[src/rtl/fetch_stage.sv]
// rtl/fetch_stage.sv - instruction fetch stage with D-stage register and stall buffer
// A fetched word that cannot enter D because of a stall is parked in buf_q until the stall clears.
module fetch_stage #(
  parameter logic [31:0] RESET_PC = 32'h0000_3000
) (
  input  logic        clk,
  input  logic        rst_n,
  input  logic [31:0] NPC,
  input  logic        Stall,
  output logic        IM_Req,
  output logic [31:0] IM_Addr,
  input  logic        IM_Ready,
  input  logic [31:0] IM_RData,
  output logic [31:0] InstrD,
  output logic [31:0] PCD,
  output logic [31:0] PCplus4D,
  output logic        ValidD
);

  typedef enum logic [1:0] {
    IDLE  = 2'd0,
    FETCH = 2'd1,
    HOLD  = 2'd2
  } state_t;

  state_t      state_q, state_d;
  logic [31:0] pcf_q, pcf_d;
  logic [31:0] npcr_q, npcr_d;
  logic [31:0] instr_q, instr_d;
  logic [31:0] pcd_q, pcd_d;
  logic [31:0] buf_q, buf_d;
  logic        valid_q, valid_d;

  logic        xfer;
  logic        d_load;
  logic [31:0] sel_pc;

  always_ff @(posedge clk or negedge rst_n) begin
    if (!rst_n) begin
      state_q <= IDLE;
    end else begin
      state_q <= state_d;
    end
  end

  always_comb begin
    state_d = state_q;
    case (state_q)
      IDLE:    state_d = FETCH;
      FETCH:   if (xfer && Stall) state_d = HOLD;
      HOLD:    if (!Stall) state_d = FETCH;
      default: state_d = IDLE;
    endcase
  end

  always_comb begin
    IM_Req = (state_q == FETCH);
  end

  assign xfer   = IM_Req && IM_Ready;
  assign d_load = !Stall && (xfer || (state_q == HOLD));
  // NPC only steers fetch while D holds a real, non-stalled instruction.
  assign sel_pc = (valid_q && !Stall) ? NPC : npcr_q;

  always_comb begin
    pcf_d   = pcf_q;
    npcr_d  = npcr_q;
    instr_d = instr_q;
    pcd_d   = pcd_q;
    buf_d   = buf_q;
    valid_d = valid_q;

    if (xfer && Stall) begin
      buf_d = IM_RData;
    end

    if (d_load) begin
      instr_d = (state_q == HOLD) ? buf_q : IM_RData;
      pcd_d   = pcf_q;
      valid_d = 1'b1;
      pcf_d   = sel_pc;
      npcr_d  = sel_pc + 32'd4;
    end else begin
      if (state_q == FETCH && !IM_Ready && !Stall) begin
        instr_d = 32'd0;
        pcd_d   = 32'd0;
        valid_d = 1'b0;
      end
      // Keep a branch target alive across memory wait states.
      if (valid_q && !Stall) begin
        npcr_d = NPC;
      end
    end
  end

  always_ff @(posedge clk or negedge rst_n) begin
    if (!rst_n) begin
      pcf_q   <= RESET_PC;
      npcr_q  <= RESET_PC + 32'd4;
      instr_q <= 32'd0;
      pcd_q   <= 32'd0;
      buf_q   <= 32'd0;
      valid_q <= 1'b0;
    end else begin
      pcf_q   <= pcf_d;
      npcr_q  <= npcr_d;
      instr_q <= instr_d;
      pcd_q   <= pcd_d;
      buf_q   <= buf_d;
      valid_q <= valid_d;
    end
  end

  assign IM_Addr  = pcf_q;
  assign InstrD   = instr_q;
  assign PCD      = pcd_q;
  assign PCplus4D = pcd_q + 32'd4;
  assign ValidD   = valid_q;

endmodule

[config.mk]
export PLATFORM = sky130hd
export DESIGN_NAME = fetch_stage
export DESIGN_NICKNAME = d
export VERILOG_FILES = /design/src/rtl/fetch_stage.sv
export SDC_FILE = /design/constraint.sdc
export NUM_CORES = 1
export LEC_CHECK = 0
export ABC_AREA = 1
export CAP_MARGIN = 20
export CORE_ASPECT_RATIO = 1.2
export CORE_UTILIZATION = 34
export CTS_BUF_LIST = sky130_fd_sc_hd__clkbuf_2
export DETAILED_ROUTE_END_ITERATION = 8
export GPL_ROUTABILITY_DRIVEN = 0
export PLACE_DENSITY = 0.67
export SYNTH_ARGS = -nofsm -noshare
export SYNTH_HDL_FRONTEND = slang
export SYNTH_SLANG_ARGS = --single-unit
[constraint.sdc]
create_clock -name clk -period 1.8 [get_ports clk]
set_input_delay 0.36 -clock clk [delete_from_list [all_inputs] [get_ports clk]]
set_output_delay 0.36 -clock clk [all_outputs]
set_load 0.02 [all_outputs]
* Word-level counts from Yosys, hierarchy flattened
Cells that the tools add are included.
** Operators by class
- Mux-type cells :: 11
- $add $sub $neg :: 2
- Equality and inequality tests :: 4
- Reductions and logical operators :: 12
** Operators by type and width (number)
- 32-bit two-way mux :: 6
- 32-bit by 3-bit adder with 32-bit output, second input constant :: 2
- 1-bit logical AND :: 6
- 2-bit case mux with 3 select lines :: 1
- 2-bit two-way mux :: 2
- 2-bit by 1-bit == test with 1-bit output, second input constant :: 1
- 2-bit == test, second input constant :: 1
- 1-bit logical NOT :: 2
- 2-bit logical NOT :: 1
- 1-bit two-way mux :: 2
- 2-bit by 1-bit != test with 1-bit output, second input constant :: 1
- 2-bit != test, second input constant :: 1
- 2-bit AND reduction :: 1
- 2-bit nonzero test :: 1
- 1-bit logical OR :: 1
** Storage, ports and cells
- Register bits :: 163
- Output and inout bits :: 130
- Word-level logic and storage cells :: 36
- Input port bits :: 68

* Depth between registers and ports, before layout
- Depth in word-level cells :: 5
- Mapped depth :: 14
- Mapped depth without buffers :: 13

* Worst setup path after synthesis
OpenSTA, ideal clock, no wires.
- Path kind :: reg2out
- Start point :: register pcd_q[3] (netlist: PCD[3])
- End point :: output port PCplus4D[28]
- Buffers on the path :: 0
- Data required time :: 1440 ps
- Slack :: -561 ps
- Arrival :: 2001 ps
- Stages on the path, launching flop included :: 12
- Cells stage by stage :: dfrtp_1 ha_1 nand3_1 nor2_1 nand2_1 nor2_1 nand2_1 nor2_1 nand2_1 nor2_1 nor2_1 nor2_1
** Between the ends
- Longest elaborated chain between the ends :: 1
** Ends and longest elaborated chain
- start, declared :: RTL line 30 : logic [31:0] pcd_q, pcd_d;
- start signal, assigned :: RTL line 108 : pcd_q <= pcd_d;
- 32-bit by 3-bit adder with 32-bit output :: RTL line 117 : assign PCplus4D = pcd_q + 32'd4;
- end, declared :: RTL line 16 : output logic [31:0] PCplus4D,
Every way passes these cells.

* Worst setup path in the final report
Ends and elaborated chain as after synthesis.

==> reports/metrics.yaml <==
routing:
  drt_first_pass_iters: 5
  routed_via_density: 4.86
  first_iter_violations: 500
  route.detailed.drc: 0
  routed-via-count: 9040
  antenna_left: 0
  wl_per_cell_um: 16.5
  totalWireLength_um: 30700
die:
  coreArea_um2: 24200
  die_area_um2: 25600
  die_h_um: 175
  ios: 198
  die_w_um: 146
  row_count: 62
  start_util_pct: 35.0
global_routing:
  grt_max_degree: 66
  grt_use_met1_pct: 26.6
  antenna_found_initial: 1
  busiest_layer: "met2"
  grt_use_total_pct: 23.1
  grt_pass1_wl_um: 46500
  use_met3_pct: 4.80
  grt_pass1_vias: 9155
  grt_util_met2_pct: 41.0
  gr-total-overflow: 0
logic_synthesis:
  ys_ff_latch: 163
  syn_inst: 1088
  netlist.area_leader.share_pct: 46.7
  synth_fp_nets: 1158
  netlist-cell-type-count: 38
  synthTopCellsByArea: "dfrtp_1 (47%), nand2_1 (13%), inv_1 (7.9%), o21ai_0 (7.6%), xor2_1 (4.0%)"
  ys_seq_area_share_pct: 48.2
  syn_area_um2: 8470
  avgSynthCellArea_um2: 7.79
  synth_top_area_cell: "dfrtp_1"
  ys_warn_count: 0
cts:
  ctsHtreeMaxLevel: 4
  insertion_delay_ns: 0.79
  clk_pin_slew_ns: 0.32
  cts_tree: "built"
  cts-root-buf: "clkbuf_2"
  cts.path.max_buffers: 2
  cts.sinks: 163
  cts-buffers-inserted: 17
sta:
  setup-tns-final_ns: -30.64
  fmax_mhz: 345
  fin_hold_ws_ns: 0.0806
  worstMarginPinSlew_ns: 0.495
  rsz0062_at_grt: "yes"
  fin_crit_sh_pct: 161
  setup_slack_ns: -1.10
  final-setup-viol-count: 93
  slew_violations: 0
  finalClockSkew_ns: 0.0379
  hold_viol: 0
  maxSlewHeadroom_pct: 66.9
  min_period_ns: 2.90
final_layout:
  multi_input_area_um2: 4400
  nets: 1596
  seq_area_um2: 4100
  fillCellCount: 1980
  layout_commonest_cell: "nand2_1"
  drive_gt1_share_pct: 42.2
  most-common-layout-cells: "nand2_1 (234), buf_4 (193), buf_6 (177), inv_1 (167), dfrtp_1 (145)"
  syn_to_final_growth_pct: 70.9
  post-route-cell-area_um2: 14500
  stdcell_count: 1860
setup_path:
  worstSetupPathType: "register to primary output"
  critPathCaptureType: "primary output"
  startpoint: "PCD[3]"
  crit_required_ns: 1.44
  cp_cell_sequence: "ha_4 -> nand3_4 -> nor2_4 -> nand2_2 -> nor2_4 -> nand2_4 -> nor2_4 -> nand2_4 -> nor2_2 -> nor2_1 -> nor2_2 -> buf_6"
  start_kind: "register"
  crit_slowest_cell: "dfrtp_2"
  slowest_delay_ns: 0.46
  path_max_fanout: 4
  reg2reg_from: "ValidD"
  cp.arrival_ns: 2.54
  cpMostUsedCell: "nor2_4"
pwr:
  power_frac_comb_pct: 57.9
  internal_power_mw: 10.7
  clock_power_share_pct: 11.6
  power_density_nw_per_um2: 1300
  p_leak_nw: 7.17
  p_sw_mw: 8.17
  vdd_drop_max_v: 0.000513
  p_sw_share_pct: 43.2
  pwr-share-seq_pct: 30.5
worst_hold_path:
  hold_start: "IM_RData[17]"
  min_path_type: "primary input to register"
flow_run:
  cap_violations: 0
place:
  place_hpwl_um: 19800
  dpl.cell_count: 1725
  placed_area_um2: 12100
  numPortBuffers: 197
status:
  violations: "setup timing"
  outcome: "complete, but fails checks"
## layer usage
layer	vias up	wire length (um)	part of all wire [%]
met2	320	15900	52
met5	-	0	0
li1	4290	-	-
met3	78	1750	5.7
met1	4352	12100	39
met4	0	1040	3.4
## registers in the layout, summed over array words and instances (netlist names)
register	flops
InstrD	32
state_q	2
PCD	32
buf_q	32
ValidD	1
IM_Addr	32
npcr_q	32
## what timing repair did
action	CTS	global route
cloned	7	6
endpoints found under the setup margin	157	258
resized for setup	841	223
buffers inserted	66	35
hold endpoints to repair	163	0
hold buffers	2	0
pin swaps	67	74
## cell usage after synthesis, drive strengths merged
cell type and n:
clkbuf 23, a21oi 2, o21ai 135, o22ai 41, dfrtp 158, nand2 307, a21boi 1, nand4 15
buf 25, ha 2, nor2 82, o21a 1, nand3 47, inv 182, nor4 5, xnor2 1
xor2 39, nor3 11, o21bai 1, a31oi 1, nand3b 3, or2 1, dfstp 5
## worst paths after layout
check | to | slack, ns | cells after the start
worst max-delay path | PCplus4D[28] | -1.10 | 12
worst min-delay path | buf_q[17] | 0.08 | 3
worst max register to register | npcr_q[22] | -0.26 | 12
worst min register to register | buf_q[1] | 0.52 | 2
max in group asynchronous | IM_Addr[10] | 0.81 | 4
min in group asynchronous | InstrD[14] | 0.09 | 3
## area by class of cell
| type | instances | share of cell area, % |
|---|---|---|
| Clock buffer | 17 | 0.587 |
| Inverter | 182 | 4.82 |
| Sequential cell | 163 | 28.3 |
| Multi-Input combinational cell | 700 | 30.4 |
| Tap cell | 320 | 2.76 |
| Antenna cell | 1 | 0.0173 |
| Clock inverter | 15 | 1.31 |
| Timing Repair Buffer | 462 | 31.8 |
## power by group through the flow
| stage | logic [mW] | clock network, mW | registers [mW] |
|---|---|---|---|
| finish | 10.9 | 2.18 | 5.76 |
| CTS | 9.70 | 2.22 | 5.65 |
| detailed placement | 8.45 | 0 | 5.79 |
| global placement | 8.35 | 0 | 5.74 |
| global route | 11.7 | 2.37 | 5.89 |
| floorplan | 3.11 | 0 | 6.53 |
## critical path: cells and delay by family (launching register included)
| family | cells | cell delay (ns) |
|---|---|---|
| AND/OR/NAND/NOR | 10 | 1.00 |
| flip-flops | 1 | 0.46 |
| adder cells (fa/ha/maj) | 1 | 0.15 |
| buffers and inverters | 1 | 0.12 |
## cells by family after synthesis
| logic type | count (synthesis) | synth area share, % |
|---|---|---|
| buffers and inverters | 230 | 11.0 |
| flip-flops | 163 | 48.2 |
| AND/OR/NAND/NOR | 471 | 24.8 |
| XOR/XNOR | 40 | 4.13 |
| adder cells (fa/ha/maj) | 2 | 0.295 |
| AO/OA/AOI/OAI | 182 | 11.5 |
## metrics by stage
step | power (mW) | setup WS [ns] | utilization (%)
final | 18.9 | -1.10 | 59.8
after global routing | 19.9 | -1.25 | 59.8
after CTS | 17.6 | -1.14 | 55.4
after detailed placement | 14.2 | -0.708 | 50.2
after global placement | 14.1 | -0.688 | 50.2
after floorplan | 9.65 | -0.288 | -
(Power assumes the default switching activity.)
